**src/rtl/oam_dma_ctrl.sv**
```systemverilog
// Sprite-RAM DMA engine: passes CPU bus traffic through while idle, and after a write
// to the trigger address it stalls the CPU and copies one 256-byte page to the OAM data port.
//
// state   | meaning
// --------+---------------------------------------------------------------
// S_IDLE  | CPU owns the bus, combinational pass-through
// S_ALIGN | first stall cycle after the trigger, bus idle
// S_ALIGN2| extra idle cycle when the DMA started on an odd cycle
// S_READ  | read byte {page,count} into the latch
// S_WRITE | write the latch to the OAM data port, advance count
module oam_dma_ctrl #(
    parameter logic [15:0] DMA_TRIG_ADDR = 16'h4014,
    parameter logic [15:0] OAM_DATA_ADDR = 16'h2004,
    parameter bit          ALIGN_EN      = 1'b1
) (
    input  logic        clk,
    input  logic        b_rst,
    input  logic [15:0] cpu_addr_out,
    input  logic [7:0]  cpu_data_out,
    input  logic        cpu_ren,
    input  logic        cpu_wen,
    output logic [7:0]  cpu_data_in,
    output logic        cpu_rdy,
    output logic [15:0] mem_addr,
    output logic [7:0]  mem_wdata,
    output logic        mem_ren,
    output logic        mem_wen,
    input  logic [7:0]  mem_rdata,
    output logic        dma_busy,
    output logic [7:0]  dma_count
);

    typedef enum logic [2:0] {
        S_IDLE,
        S_ALIGN,
        S_ALIGN2,
        S_READ,
        S_WRITE
    } state_t;

    state_t     state, state_nxt;
    logic [7:0] page;
    logic [7:0] count;
    logic [7:0] latch;
    logic       parity;
    logic       trig;

    assign trig      = (state == S_IDLE) && cpu_wen && (cpu_addr_out == DMA_TRIG_ADDR);
    assign dma_count = count;

    always_ff @(posedge clk or negedge b_rst) begin
        if (!b_rst) begin
            state  <= S_IDLE;
            page   <= 8'h00;
            count  <= 8'h00;
            latch  <= 8'h00;
            parity <= 1'b0;
        end else begin
            state  <= state_nxt;
            parity <= ~parity;
            case (state)
                S_IDLE: begin
                    if (trig) begin
                        page  <= cpu_data_out;
                        count <= 8'h00;
                    end
                end
                S_READ:  latch <= mem_rdata;
                S_WRITE: count <= count + 8'h01;
                default: ;
            endcase
        end
    end

    // Outside IDLE the CPU is stalled: its strobes are dropped and it sees zero read data.
    always_comb begin
        state_nxt   = state;
        cpu_rdy     = 1'b0;
        dma_busy    = 1'b1;
        cpu_data_in = 8'h00;
        mem_addr    = {page, count};
        mem_wdata   = latch;
        mem_ren     = 1'b0;
        mem_wen     = 1'b0;
        case (state)
            S_IDLE: begin
                cpu_rdy     = 1'b1;
                dma_busy    = 1'b0;
                cpu_data_in = mem_rdata;
                mem_addr    = cpu_addr_out;
                mem_wdata   = cpu_data_out;
                mem_ren     = cpu_ren;
                mem_wen     = cpu_wen;
                if (trig) begin
                    state_nxt = S_ALIGN;
                end
            end
            S_ALIGN: begin
                state_nxt = (ALIGN_EN && parity) ? S_ALIGN2 : S_READ;
            end
            S_ALIGN2: begin
                state_nxt = S_READ;
            end
            S_READ: begin
                mem_ren   = 1'b1;
                state_nxt = S_WRITE;
            end
            S_WRITE: begin
                mem_addr  = OAM_DATA_ADDR;
                mem_wen   = 1'b1;
                state_nxt = (count == 8'hFF) ? S_IDLE : S_READ;
            end
            default: begin
                state_nxt = S_IDLE;
            end
        endcase
    end

endmodule

```
**config.mk**
```make
export PLATFORM = sky130hd
export DESIGN_NAME = oam_dma_ctrl
export DESIGN_NICKNAME = d
export VERILOG_FILES = /design/src/rtl/oam_dma_ctrl.sv
export SDC_FILE = /design/constraint.sdc
export NUM_CORES = 1
export LEC_CHECK = 0
export ABC_CLOCK_PERIOD_IN_PS = 2490
export CAP_MARGIN = 20
export CORE_ASPECT_RATIO = 0.6
export CORE_UTILIZATION = 35
export DETAILED_ROUTE_END_ITERATION = 6
export GPL_TIMING_DRIVEN = 0
export PLACE_DENSITY = 0.68
export SLEW_MARGIN = 20
export SYNTH_ARGS = -nofsm -noshare
export SYNTH_HDL_FRONTEND = slang
export SYNTH_SLANG_ARGS = --single-unit
```
**constraint.sdc**
```tcl
create_clock -name clk -period 2.49 [get_ports clk]
set_input_delay 0.498 -clock clk [delete_from_list [all_inputs] [get_ports clk]]
set_output_delay 0.498 -clock clk [all_outputs]
set_load 0.01 [all_outputs]
```
# ---- After elaboration in Yosys (flattened, before gate mapping)
# Cells that the tools add are included.
dict set report totals {
  ff_bits 28
  out_inout_bits 44
  in_bits 36
}
dict set report classes {
  mux 13
  n_eq_ne 7
  n_addsub 1
  n_bitwise 1
  n_reduce_logical 6
}
# cell count
set ops {}
lappend ops {{$pmux W16 S2} 1}
lappend ops {{$mux W8} 3}
lappend ops {{$eq A16 B15 Y1 const B} 1}
lappend ops {{$pmux W8 S2} 1}
lappend ops {{$pmux W3 S5} 1}
lappend ops {{$add A8 B1 Y8 const B} 1}
lappend ops {{$eq A8 B8 Y1 const B} 1}
lappend ops {{$eq A3 B2 Y1 const B} 2}
lappend ops {{$pmux W1 S2} 2}
lappend ops {{$reduce_and A2 Y1} 2}
lappend ops {{$eq A3 B1 Y1 const B} 1}
lappend ops {{$eq A3 B3 Y1 const B} 1}
lappend ops {{$logic_not A3 Y1} 1}
lappend ops {{$mux W1} 3}
lappend ops {{$mux W3} 1}
lappend ops {{$logic_and A1 B1 Y1} 2}
lappend ops {{$mux W2} 1}
lappend ops {{$ne A2 B2 Y1 const B} 1}
lappend ops {{$reduce_bool A2 Y1} 1}
lappend ops {{$not A1 Y1} 1}

# ---- Depth between registers and ports, before layout
dict set report depth {
  depth_word 5
  depth_mapped 7
  mapped_depth_nobuf 5
}

# ---- Worst setup path after synthesis
# Ideal clock, no wire load.
dict set report synth_timing {
  path_kind {reg-to-output}
  from {register state[1]}
  to {output port mem_wdata[0]}
  slack_ns 0.427
  t_required_ns 1.992
  stages_incl_launch_ff 6
  arrival_time_ns 1.565
  path_buffers 2
  path_cell_list {dfrtp_1 > buf_6 > or3_4 > clkinv_2 > buf_2 > mux2_2}
}
dict set report synth_via {
  elab_chain_len 2
}
# item line_no
set synth_lines {}
lappend synth_lines {{start, declared} 41} ;# state_t state, state_nxt;
lappend synth_lines {{start signal, assigned} 59} ;# state <= state_nxt;
lappend synth_lines {{$logic_not A3 Y1} 85} ;# case (state)
lappend synth_lines {{$mux W8} 85}
lappend synth_lines {{end, declared} 25} ;# output logic [7:0] mem_wdata,
# Every way passes these cells.

# ---- Worst setup path after layout
dict set report layout_timing {
  from {register state[1]}
  to {output port mem_wdata[1]}
}
# The elaborated chain is that of the path after synthesis.

==> impl_metrics.ini <==
[timing]
maxSlewViolCount = 0
clock.fmax_mhz = 414.3
fin_crit_ns = 2.414
hold_viol_final = 0
period_share_pct = 96.94
fin_skew_ns = 0.01495
slew_headroom_pct = 56.57
worst_pin_slew_ns = 0.6514
setup_violations = 0
grt_setup_unrepaired = no

[clock_network]
htree_levels = 1
clk_pin_slew_worst_paths_ns = 0.11
clock_sinks = 28
cts_buffers = 3
cts-root-buf = clkbuf_8
clock_tree.buffer_depth = 2
postCtsHoldBufs = 0
clkLatencyLatePin_ns = 0.28
cts_tree = done

[route]
via_per_inst = 5.079
first_pass_iters = 4
drc = 0
drt-total-wl_um = 4941
drt_iter0_drc = 54
antenna_left = 0
avgRoutedWirePerCell_um = 15.64
vias = 1605

[grt]
grt_max_degree = 29
overflow = 0
grt_pass1_vias = 1455
antenna_found_initial = 0
grt_pass1_wl_um = 7596
grt.total_usage_pct = 20.70

[yosys]
ys_seq_area_share_pct = 42.81
synth_edf_count = 0
syn_inst = 170
syn_area_mm2 = 0.001637
synthTopCellsByArea = dfrtp_1, mux2_2, nand2_1
synthArstFlopShare_pct = 100.0
synth_most_common_cell = nand2_1
avgSynthCellArea_um2 = 9.627
synth_top_area_share_pct = 42.81
ys_top_cells_by_count = nand2_1, dfrtp_1, a22o_1, mux2_2, and2_1
synth.net_count = 207
ys_types = 38
synth.largest_area_cell = dfrtp_1
synth-seq-cells = 28
synth_flop_cell = dfrtp_1
synth_warnings = 0

[pwr]
power_frac_comb_pct = 64.4
ir_drop_uv = 501.1
sw_frac_of_total_pct = 38.36
internal_power_mw = 1.642
p_leak_nw = 1.330
netSwitchingPower_mw = 1.022
seqPwrFrac_pct = 24.8
clkPwrFrac_pct = 10.8
power_density_mw_per_mm2 = 1014

[floorplan]
boundaryPins = 80
fp.dieW_um = 90.28
start_util_pct = 38.05
core_mm2 = 0.004302
die_y_um = 54.97
rows = 18
dieArea_mm2 = 0.004962

[critical_path]
critPathCaptureType = output port
cpPeakStageDelay_ns = 0.42
critPathBufInv = 3
required_ns = 1.99
critPathLaunchType = flop
arrival_ns = 1.92
crit_type = flop to output port
crit_path_cell_trace = or3_4, clkinv_4, buf_8, mux2_2, dlygate4sd2_1
startpoint = state[1]
worst_r2r_path_depth = 8
critPathTopFamily = buffers and inverters
crit_path_max_fanout = 5
critPathSlowestCell = dfrtp_2
cp_num_cells = 5
timing.rr.start = state[1]

[cells_and_area]
postLayoutCoreUtil_pct = 61.11
n_antenna_cell = 0
fin_nets = 294
stdcell_count = 316
drive_above_1_share_pct = 17.97
syn_to_final_growth_pct = 60.63

[placement]
dp_cells = 309
portBuffers = 79
gp_congestion = 0.7964
dp.final_hpwl_um = 3691

[outcome]
status = finished, final reports clean

[hold_path]
min-delay-path-class = input pin to async pin

[job]
cap_violations = 0
==> worst reg2reg max path, delay by kind of cell, from the launching register on <==
family	cells	cell delay (ns)
buf+inv	4	0.49
flops	1	0.42
mux	1	0.30
simple gates	3	0.68
==> logic make-up after synthesis <==
group                      Yosys count  share of synthesized area [%]
and+or+nand+nor                     78                          24.85
adders and majority gates            1                         0.7644
muxes                               18                          12.92
xor gates and xnor gates             2                          1.071
DFF                                 28                          42.81
buffers and inverters               14                          4.663
AOI/OAI and AO/OA                   29                          12.92
==> power groups by stage <==
| stage | clock (mW) | combinational [mW] | sequential (mW) |
|---|---|---|---|
| floorplan | 0 | 0.826 | 0.641 |
| global placement | 0 | 1.63 | 0.652 |
| detailed placement | 0 | 1.64 | 0.654 |
| CTS | 0.296 | 1.76 | 0.659 |
| global route | 0.313 | 1.87 | 0.679 |
| finish | 0.288 | 1.71 | 0.662 |
==> cell usage in the layout (no fill, tap or decap), drive strengths merged, types with 3 or more instances in the layout <==
cell type      count
dlygate4sd2       22
a22o              13
and2               9
nor4b              3
or3                3
mux2              16
o21ai              8
nand3              5
and3               3
dlymetal6s2s       4
buf               15
clkbuf             8
nand2             39
clkdlybuf4s50     47
nor2               7
dfrtp             28
==> area by class of cell <==
cell class	count	area (um2)
Tap cell	60	75.07
Fill cell	373	1673
Clock buffer	4	55.05
Buffer	7	76.32
Timing Repair Buffer	85	819.5
Multi-Input combinational cell	128	878.3
Inverter	4	20.02
Sequential cell	28	704.4
==> sequential cells by signal (all words and copies together), names as in the netlist <==
name       flops
page           8
latch          8
state          3
parity         1
dma_count      8
==> per-layer routing <==
layer	track usage, %	vias to the layer above	routed length, um	share of wire, %
li1	-	768	-	-
met1	31.20	758	2469	50
met2	28.88	79	2012	41
met3	6.831	0	458	9.3
met4	2.957	0	0	0
met5	0	-	0	0
==> stage by stage <==
stage / setup WS [ns] / hold slack (ns) / TNS, ns / area [um2] / power (mW)
6_report: 0.07624 / 0.2240 / 0 / 2629 / 2.664
4_1_cts: -0.02618 / 0.2474 / -0.09793 / 2629 / 2.713
3_3_place_gp: -0.1306 / 0.4121 / -2.207 / 2502 / 2.281
5_1_grt: 0.003980 / 0.2759 / 0 / 2629 / 2.858
3_5_place_dp: -0.1384 / 0.4223 / -2.467 / 2497 / 2.291
2_1_floorplan: 0.4267 / 0.2024 / 0 / 1637 / 1.467
==> worst paths after layout <==
check | endpoint | slack (ns)
max | mem_wdata[1] | 0.08
min | dma_count[1] | 0.22
max reg2reg | page[7] | 0.51
min reg2reg | parity | 0.43
max in group asynchronous | state[1] | 1.79
min in group clk | parity | 0.43
==> timing repair <==
item / CTS / global route
resized for setup: 63 / 8
buffers inserted: 5 / 1
setup endpoints to repair: 33 / 10
cloned: 1 / 0
endpoints found under the hold margin: 0 / 0
pin swaps: 1 / 1
No activity file was read; power rests on OpenSTA's default activity.
